### config.mk
export PLATFORM = sky130hd
export DESIGN_NAME = bcd_seg_display
export DESIGN_NICKNAME = d
export VERILOG_FILES = /design/src/rtl/bcd_disp_pkg.sv /design/src/rtl/bcd_seg_display_seg7_decode.sv /design/src/rtl/bcd_seg_display.sv
export SDC_FILE = /design/constraint.sdc
export NUM_CORES = 1
export LEC_CHECK = 0
export CAP_MARGIN = 20
export CORE_MARGIN = 2
export CORE_UTILIZATION = 50
export DETAILED_ROUTE_END_ITERATION = 16
export PLACE_DENSITY_LB_ADDON = 0.05
export SLEW_MARGIN = 15
export SYNTH_ARGS = -nofsm -noshare
export SYNTH_HDL_FRONTEND = slang
export SYNTH_SLANG_ARGS = --single-unit
### constraint.sdc
create_clock -name clk -period 3.4 [get_ports clk]
set_input_delay 0.85 -clock clk [delete_from_list [all_inputs] [get_ports clk]]
set_output_delay 0.85 -clock clk [all_outputs]
set_load 0.03 [all_outputs]
### src/rtl/bcd_disp_pkg.sv
// Shared constants for the BCD 7-segment display driver.
// Segment codes are active-low {g,f,e,d,c,b,a}.
package bcd_disp_pkg;

  localparam int DIGIT_W = 4;

  localparam logic [6:0] SEG_BLANK = 7'h7F;
  localparam logic [6:0] SEG_DASH  = 7'h3F;

  localparam logic [6:0] SEG_0 = 7'h40;
  localparam logic [6:0] SEG_1 = 7'h79;
  localparam logic [6:0] SEG_2 = 7'h24;
  localparam logic [6:0] SEG_3 = 7'h30;
  localparam logic [6:0] SEG_4 = 7'h19;
  localparam logic [6:0] SEG_5 = 7'h12;
  localparam logic [6:0] SEG_6 = 7'h02;
  localparam logic [6:0] SEG_7 = 7'h78;
  localparam logic [6:0] SEG_8 = 7'h00;
  localparam logic [6:0] SEG_9 = 7'h10;

  typedef enum logic {
    ST_BLANK = 1'b0,
    ST_SHOW  = 1'b1
  } state_e;

endpackage

### src/rtl/bcd_seg_display_seg7_decode.sv
// Combinational BCD nibble to active-low 7-segment decoder.
// Non-BCD nibbles (10..15) render as a dash.
module seg7_decode
  import bcd_disp_pkg::*;
(
  input  logic [DIGIT_W-1:0] nib,
  output logic [6:0]         seg
);

  // nibble to cathode pattern
  always_comb begin
    seg = SEG_DASH;
    unique case (nib)
      4'd0:    seg = SEG_0;
      4'd1:    seg = SEG_1;
      4'd2:    seg = SEG_2;
      4'd3:    seg = SEG_3;
      4'd4:    seg = SEG_4;
      4'd5:    seg = SEG_5;
      4'd6:    seg = SEG_6;
      4'd7:    seg = SEG_7;
      4'd8:    seg = SEG_8;
      4'd9:    seg = SEG_9;
      default: seg = SEG_DASH;
    endcase
  end

endmodule

### src/rtl/bcd_seg_display.sv
// Multiplexed 3-digit 7-segment driver with blank gap between digits.
// Optional LEAD_ZERO_BLANK_EN blanks leading zero hundreds/tens digits.
module bcd_seg_display
  import bcd_disp_pkg::*;
#(
  parameter int REFRESH_DIV = 100000,
  parameter int NUM_DIGITS  = 3
) (
  input  logic        clk,
  input  logic        reset,
  input  logic [11:0] bcd,
  input  logic        rdy,
  output logic [6:0]  seg,
  output logic [3:0]  an,
  output logic [11:0] shown
);

  localparam int PW = (REFRESH_DIV > 2) ? $clog2(REFRESH_DIV) : 1;
  localparam logic [PW-1:0] P_LAST = PW'(REFRESH_DIV - 1);
  localparam logic [1:0] I_LAST = 2'(NUM_DIGITS - 1);

  state_e      state_q, state_d;
  logic [PW-1:0] presc_q, presc_d;
  logic [1:0]  idx_q, idx_d;
  logic [11:0] shown_q, shown_d;
  logic [6:0]  seg_q, seg_d;
  logic [3:0]  an_q, an_d;
  logic        tick;
  logic [DIGIT_W-1:0] nib;
  logic [6:0]  dec_seg;
  logic        lz_blank;

  assign tick = (presc_q == P_LAST);

  // capture, prescaler and scan sequencing
  always_comb begin
    shown_d = rdy ? bcd : shown_q;
    presc_d = tick ? '0 : presc_q + 1'b1;
    state_d = state_q;
    idx_d   = idx_q;
    unique case (state_q)
      ST_BLANK: state_d = ST_SHOW;
      ST_SHOW: begin
        if (tick) begin
          state_d = ST_BLANK;
          idx_d   = (idx_q == I_LAST) ? 2'd0 : idx_q + 2'd1;
        end
      end
      default: state_d = ST_BLANK;
    endcase
  end

  // pick the nibble for the active digit
  always_comb begin
    nib = shown_q[3:0];
    unique case (idx_q)
      2'd0:    nib = shown_q[3:0];
      2'd1:    nib = shown_q[7:4];
      default: nib = shown_q[11:8];
    endcase
  end

  seg7_decode u_dec (
    .nib (nib),
    .seg (dec_seg)
  );

`ifdef LEAD_ZERO_BLANK_EN
  // suppress leading zeros; ones digit always shows
  always_comb begin
    lz_blank = 1'b0;
    unique case (idx_q)
      2'd2:    lz_blank = (shown_q[11:8] == 4'd0);
      2'd1:    lz_blank = (shown_q[11:4] == 8'd0);
      default: lz_blank = 1'b0;
    endcase
  end
`else
  // all digits always decoded
  always_comb begin
    lz_blank = 1'b0;
  end
`endif

  // registered cathode/anode drive; an[3] never enabled
  always_comb begin
    seg_d = SEG_BLANK;
    an_d  = 4'hF;
    if (state_q == ST_SHOW) begin
      an_d    = ~(4'b0001 << idx_q);
      an_d[3] = 1'b1;
      seg_d   = lz_blank ? SEG_BLANK : dec_seg;
    end
  end

  // state and output registers
  always_ff @(posedge clk or negedge reset) begin
    if (!reset) begin
      state_q <= ST_BLANK;
      presc_q <= '0;
      idx_q   <= 2'd0;
      shown_q <= 12'h000;
      seg_q   <= SEG_BLANK;
      an_q    <= 4'hF;
    end else begin
      state_q <= state_d;
      presc_q <= presc_d;
      idx_q   <= idx_d;
      shown_q <= shown_d;
      seg_q   <= seg_d;
      an_q    <= an_d;
    end
  end

  assign seg   = seg_q;
  assign an    = an_q;
  assign shown = shown_q;

endmodule
# Word level (Yosys, flattened, before mapping)
# Memory sizes are Yosys's and may differ from the RTL's.
# Cells that the tools add are included.
# word_totals
regBits,43
out_inout_bits,23
rom_bits,112
n_memories,1
wordCells,24
# classes
reduce_logical,2
bitwise_logic,2
n_addsub,2
n_eq_ne,3
n_shift,1
mux,7
# memory_table
name,depth,width,read_ports,rd_ports_with_merged_regs,wr,line,source
(name not given),16,7,1,0,0,bcd_seg_display_seg7_decode.sv:13,unique case (nib)
# op_table
cell,n
17-bit by 1-bit adder with 17-bit output (second input constant),1
17-bit equality test (second input constant),1
17-bit two-way mux,1
4-bit one-hot mux with 2 select lines,1
7-bit two-way mux,1
3-bit two-way mux,1
3-bit NOT,1
1-bit by 2-bit left shift with 3-bit output (first input constant),1
2-bit by 1-bit adder with 2-bit output (second input constant),1
2-bit by 1-bit equality test with 1-bit output (second input constant),1
2-bit equality test (second input constant),1
2-bit zero test,1
2-bit two-way mux,1
1-bit one-hot mux with 2 select lines,1
2-bit AND reduction,1
1-bit two-way mux,1
1-bit NOT,1

# Depth between registers and ports, before layout
# Gate-level depths: netlist of the first run.
# An unclocked memory read counts as a cell.
# depth
depth_word,4
mapped_depth,8
ltp_nobuf,7

# Hierarchy
# Synthesis of the first run repeated with hierarchy kept, for this count alone.
# hier_totals
cells_unflattened,181
area_unflattened_um2,2040.7
# by_module_without_submodules
mod,area_per_inst_um2,cells_each,instances
bcd_seg_display,1800.5,150,1
seg7_decode,240.2,31,1

# Least setup slack after synthesis of the first run
# No wires, ideal clock.
# synth_timing
path_kind,in2reg
from,input port rdy
to,"register shown_q[10], in the netlist shown[10]"
setup_slack_ns,1.743
cell_stages,2
arrival_ns,1.532
path_cell_list,buf_1 -> mux2_2
# synth_rtl
item,line,source
start: declaration,bcd_seg_display.sv:12,"input logic rdy,"
end signal: assignment,bcd_seg_display.sv:109,shown_q <= shown_d;
end: declaration,bcd_seg_display.sv:25,"logic [11:0] shown_q, shown_d;"
# No word-level cell between the ends.

# Final worst setup path of the first run
# layout_timing
from,"register an_q[0], in the netlist an[0]"
to,output port an[0]
# layout_rtl
item,line,source
start: declaration,bcd_seg_display.sv:27,"logic [3:0] an_q, an_d;"
start signal: assignment,bcd_seg_display.sv:111,an_q <= an_d;
end: declaration,bcd_seg_display.sv:14,"output logic [3:0] an,"
# No word-level cell between the ends.

==> impl_results.md, run 1 <==
* Outcome: finished, final reports clean
* Final Hold Violating Endpoints at 0
* Via density at 5.27
* Detail Route Antenna Nets at 0
* DRC errors left at 0
* Fin crit share at 68.8%
* Syn nets at 186
* Nature of the critical path endpoint: output port
* CTS tree: built
* Reg-to-reg critical path endpoint: seg[3]
* Fin util at 65.7%
* RePlAce Congestion at 0.784
* IO Count at 38
* Clock latency on the worst-skew pair at 0.30 ns
* DIE WIDTH at 66.4 µm
* IO buf count at 36
* Initial Util at 52.5%
* First-pass GRT wire length at 6180 µm
* Cell leakage power at 1.01 nW
* Ys Warns at 0
* Vias in the first global route at 1413
* Register area share after synthesis at 54.6%
* Commonest non-fill, non-tap cells in the layout: 35 x clkdlybuf4s50_1, 32 x dfrtp_1, 15 x nand2_1
* Largest net degree at the start of global routing at 43
* Core Box Area at 3720 µm²
* Hold Startpoint: presc_q[0]
* Layout cell share with drive strength beyond 1 at 18.6%
* Final net count at 222
* Critical path arrival at 1.49 ns
* FF-to-FF Start: idx_q[0]
* Reg2Reg Setup Slack at 1.51 ns
* Max VDD drop at 0.410 mV
* Clock skew at 0.0112 ns
* RSZ-0062 raised after global routing: false
* Maximum Capacitance Violations at 0
* WP data required at 2.55 ns
* Top cells by area, synth: dfrtp_1 41%, dfstp_2 13%, mux2_2 7.5%, xnor2_1 3.6%, nand2_1 2.9%
* Initial antenna violation count at 0
* Rows at 22
* Worst Path Max Fanout at 1
* Final wirelength at 3490 µm
* Final setup vio count at 0
* CTS Hold Bufs at 0
* Slew Limit Fails at 0
* Number of gates resized after CTS at 0
* Cell Area, Synth at 1950 µm²
* Bufs on Longest Clock Path at 2
* Worst Path Class, Setup: flip-flop to output port
* Clk sinks at 42
* Top delay family on crit path: buffers and inverters
* Synth top area share at 41.1%
* Slew HR at 40.1%
* DR iter-0 viols at 62
* Area growth syn-to-layout at 25.2%
* Crit path max-delay cell type: clkdlybuf4s50_1
* Gr usage total at 19.0%
* Die height at 66.4 µm
* Cells along the critical path: clkdlybuf4s50_1
* Post-CTS Setup Inserts at 0
* TritonRoute pass-1 iters at 4
* Htree depth at 2
* #FFs+latches synth at 42
* Max incr delay on CP at 0.66 ns
* Commonest non-fill, non-tap cell in the layout: clkdlybuf4s50_1
* Area leader, netlist: dfrtp_1
* WHS Path Cells at 1
* Worst Hold Path EP: presc_q[0]
* Startpoint Class: flip-flop
* DR WL/cell at 13.8 µm
* Post-synthesis cell count at 167
* Root Driver: clkbuf_8
* Worst hold path class: flip-flop to flip-flop
* Number of buffers and inverters on the critical path at 1
* Fmax at 427 MHz
* PD cells at 477 nW/µm²
* Mean post-synth cell area at 11.7 µm²
* N_diodes at 0
* Total number of vias at 1329
* Worst r2r path cells at 4
* Fin crit period at 2.34 ns
* DP HPWL at 2520 µm
* TritonCTS Buffers at 5
* Final hold slack at 0.499 ns
* Die area at 4410 µm²
* Reg clk slew, reported paths at 0.08 ns
* Slew @ Worst Pin at 0.899 ns
* Fin Setup TNS at 0 ns
* Yosys cell types at 43
* Grt total ovfl at 0
registers in the layout, summed over array words and instances (netlist names):
register / cells
shown: 12
state_q: 1
an: 3
presc_q: 17
idx_q: 2
seg: 7
metrics by stage:
stage          instances  area (µm²)  power (mW)  worst slack (ns)
6_report             252        2440        1.16              1.06
2_1_floorplan        167        1950       0.680              1.74
3_3_place_gp         244        2320       0.765              1.26
5_1_grt              252        2440        1.22              1.01
4_1_cts              252        2440        1.18              1.05
3_5_place_dp         244        2320       0.770              1.23
synth_stat cells, drive strengths merged:
cell    count
dfrtp      32
nand2      15
mux2       14
nor2       13
o21ai      11
dfstp      10
xnor2       8
buf         6
inv         6
mux2i       5
nand3       5
nand4       5
xor2        5
ha          4
and4        3
nor3        3
a211oi      2
a21oi       2
nor2b       2
nor3b       2
o21a        2
a22oi       1
and2        1
and3        1
clkbuf      1
conb        1
nand3b      1
nor4bb      1
o311ai      1
o31ai       1
or3         1
or4         1
or4b        1
cells by family after synthesis:
| logic type | Yosys count | share of synthesized area, % |
|---|---|---|
| buf+inv | 13 | 3.27 |
| mux | 19 | 11.3 |
| fa+ha+maj | 4 | 2.57 |
| simple gates | 55 | 15.4 |
| flops | 42 | 54.6 |
| other cells | 1 | 0.192 |
| xor+xnor | 13 | 5.84 |
| compound gates | 20 | 6.87 |
routing by layer:
layer  track usage, %  vias to the layer above  part of all wire (%)  wire length, µm
met5                0                        -                     0                0
met4             7.65                        0                   1.5               53
met3             6.47                        7                   5.2              182
met2             33.8                       30                    52             1820
met1             20.6                      644                    41             1430
li1                 -                      648                     -                -
area by class of cell:
class                           count  area (µm²)
Clock buffer                        7        86.3
Clock inverter                      1        30.0
Fill cell                         310        1280
Inverter                            6        22.5
Multi-Input combinational cell    112         822
Sequential cell                    42        1060
Tap cell                           48        60.1
Timing Repair Buffer               36         355
worst max-delay path by stage:
stage | startpoint | to | slack [ns] | cells past startpoint
floorplan | rdy | shown[10] | 1.74 | 2
global placement | rdy | shown[10] | 1.26 | 2
detailed placement | rdy | shown[7] | 1.23 | 2
CTS | an[0] | an[0] | 1.05 | 1
global route | an[0] | an[0] | 1.01 | 1
finish | an[0] | an[0] | 1.06 | 1
power by group:
group	internal, mW	switching, mW
Combinational	0.0915	0.114
Clock	0.239	0.166
Sequential	0.536	0.0166
Note: power is estimated with default switching activity, not from simulation.
==> run 2: changes to the inputs <==
==> constraint.sdc (replaced) <==
create_clock -name clk -period 2.4 [get_ports clk]
set_input_delay 0.6 -clock clk [delete_from_list [all_inputs] [get_ports clk]]
set_output_delay 0.6 -clock clk [all_outputs]
set_load 0.03 [all_outputs]
==> impl_results.md, run 2 (synthesized netlist as in run 1, its figures left out) <==
* Outcome: finished, final reports clean
* Area growth syn-to-layout at 24.1%
* Sequential power share at 50.8% (+3.3 points)
* Combinational share of power at 18.9% (+1.3 points)
* CTS tree: built
* Reg-to-reg critical path endpoint: seg[3]
* Max incr delay on CP at 0.66 ns (about the same)
* Via density at 5.20 (-1.4%)
* CTS Hold Bufs at 0 (unchanged)
* Post-CTS Setup Inserts at 0 (unchanged)
* Cell leakage power at 0.999 nW (-1.1%)
* RSZ-0062 raised after global routing: false
* Rows at 22 (unchanged)
* Largest register FFs at 17 (unchanged)
* Slew Limit Fails at 0 (unchanged)
* Largest register by flop count: presc_q
* Crit path max-delay cell type: clkdlybuf4s50_1
* Core Box Area at 3720 µm² (unchanged)
* WP data required at 1.80 ns (-0.75 ns)
* DR WL/cell at 14.1 µm (+1.8%)
* Slew @ Worst Pin at 0.906 ns (+0.00656 ns)
* Worst Path Max Fanout at 1 (unchanged)
* Reg2Reg Setup Slack at 0.54 ns (-0.97 ns)
* Largest net degree at the start of global routing at 43 (unchanged)
* Gr usage total at 18.3% (-0.72 points)
* Final setup vio count at 0 (unchanged)
* Maximum Capacitance Violations at 0 (unchanged)
* Detail Route Antenna Nets at 0 (unchanged)
* Reg clk slew, reported paths at 0.08 ns (about the same)
* Worst Path Class, Setup: flip-flop to output port
* Vias in the first global route at 1342 (-5.0%)
* Fin Setup TNS at 0 ns (unchanged)
* DP HPWL at 2560 µm (+1.6%)
* Initial Util at 52.5% (unchanged)
* Final net count at 222 (unchanged)
* Final Hold Violating Endpoints at 0 (unchanged)
* IO Count at 38 (unchanged)
* # fillers at 309 (-0.32%)
* Number of gates resized after CTS at 0 (unchanged)
* Setup ws final at 0.321 ns (-0.739 ns)
* Commonest non-fill, non-tap cell in the layout: clkdlybuf4s50_1
* Die area at 4410 µm² (unchanged)
* Grt total ovfl at 0 (unchanged)
* TritonRoute pass-1 iters at 4 (unchanged)
* Commonest non-fill, non-tap cells in the layout: 35 x clkdlybuf4s50_1, 32 x dfrtp_1, 15 x nand2_1
* DR iter-0 viols at 39 (-37%)
* Fin cells at 252 (unchanged)
* DRC errors left at 0 (unchanged)
* FF-to-FF Start: idx_q[0]
* Total number of vias at 1311 (-1.4%)
* Dpl cells at 244 (unchanged)
* IO buf count at 36 (unchanged)
* Nature of the critical path endpoint: output port
* Clock skew at 0.00886 ns (-0.00238 ns)
* Int Pwr at 1.12 mW (+29%)
* TritonCTS Buffers at 5 (unchanged)
* Fin crit share at 86.6%
* Top delay family on crit path: buffers and inverters
* Fin crit period at 2.08 ns
* N_diodes at 0 (unchanged)
* Number of buffers and inverters on the critical path at 1 (unchanged)
* Die height at 66.4 µm (unchanged)
* Htree depth at 2 (unchanged)
* Slew HR at 39.6% (-0.44 points)
* RePlAce Congestion at 0.801 (+2.2%)
* Layout cell share with drive strength beyond 1 at 19.1% (+0.49 points)
* Startpoint Class: flip-flop
* PD cells at 637 nW/µm² (+34%)
* Critical path arrival at 1.48 ns (about the same)
* Fmax at 481 MHz
* DIE WIDTH at 66.4 µm (unchanged)
* Max VDD drop at 0.403 mV (-1.5%)
* Root Driver: clkbuf_8
* Cells along the critical path: clkdlybuf4s50_1
* Clk sinks at 42 (unchanged)
* Bufs on Longest Clock Path at 2 (unchanged)
* First-pass GRT wire length at 6060 µm (-1.9%)
* Power share of the clock group at 30.3% (-4.5 points)
* Psw at 421 µW (+42%)
* Clock latency on the worst-skew pair at 0.29 ns (about the same)
* Initial antenna violation count at 0 (unchanged)
* Worst r2r path cells at 4 (unchanged)
* Sw Share at 27.3% (+1.8 points)
* Worst hold path class: primary input to asynchronous set/reset pin
* Final wirelength at 3550 µm (+1.8%)
* Pre-CTS setup slack at 0.465 ns (-0.760 ns)
==> run 2: stage by stage <==
step	area [µm²]	hold WS, ns	utilization (%)	power (mW)
4_1_cts	2420	0.459	65.1	1.56
3_3_place_gp	2320	0.471	62.5	1.08
2_1_floorplan	1950	0.304	-	0.963
3_5_place_dp	2320	0.494	62.5	1.09
5_1_grt	2420	0.507	65.1	1.62
6_report	2420	0.438	65.1	1.54
==> run 2: layout make-up <==
cell class	instances	area (µm²)	share of cell area [%]
Sequential cell	42	1060	44.0
Multi-Input combinational cell	112	822	34.0
Timing Repair Buffer	36	355	14.7
Clock buffer	6	82.6	3.41
Tap cell	48	60.1	2.48
Inverter	6	22.5	0.931
Clock inverter	2	12.5	0.517
==> run 2: worst max-delay path by stage <==
stage	start	to	slack [ns]	cells after the start
after detailed placement	rdy	shown[6]	0.47	2
after global placement	rdy	shown[10]	0.51	2
final	an[0]	an[0]	0.32	1
after CTS	an[0]	an[0]	0.31	1
after global routing	an[0]	an[0]	0.27	1
after floorplan	presc_q[0]	idx_q[1]	0.79	5
==> run 2: layer usage <==
metal | GRT usage (%) | vias to the layer above | share of wire (%)
met3 | 5.62 | 5 | 5.1
met5 | 0 | - | 0
met2 | 31.9 | 33 | 51
met4 | 5.36 | 0 | 0.82
met1 | 21.6 | 624 | 43
li1 | - | 649 | -
==> run 2: power by group through the flow <==
stage / logic, mW / clock network [mW] / registers [mW]
detailed placement: 0.294 / 0 / 0.798
floorplan: 0.0870 / 0 / 0.876
finish: 0.292 / 0.466 / 0.783
global placement: 0.290 / 0 / 0.795
global route: 0.314 / 0.514 / 0.787
CTS: 0.296 / 0.482 / 0.784
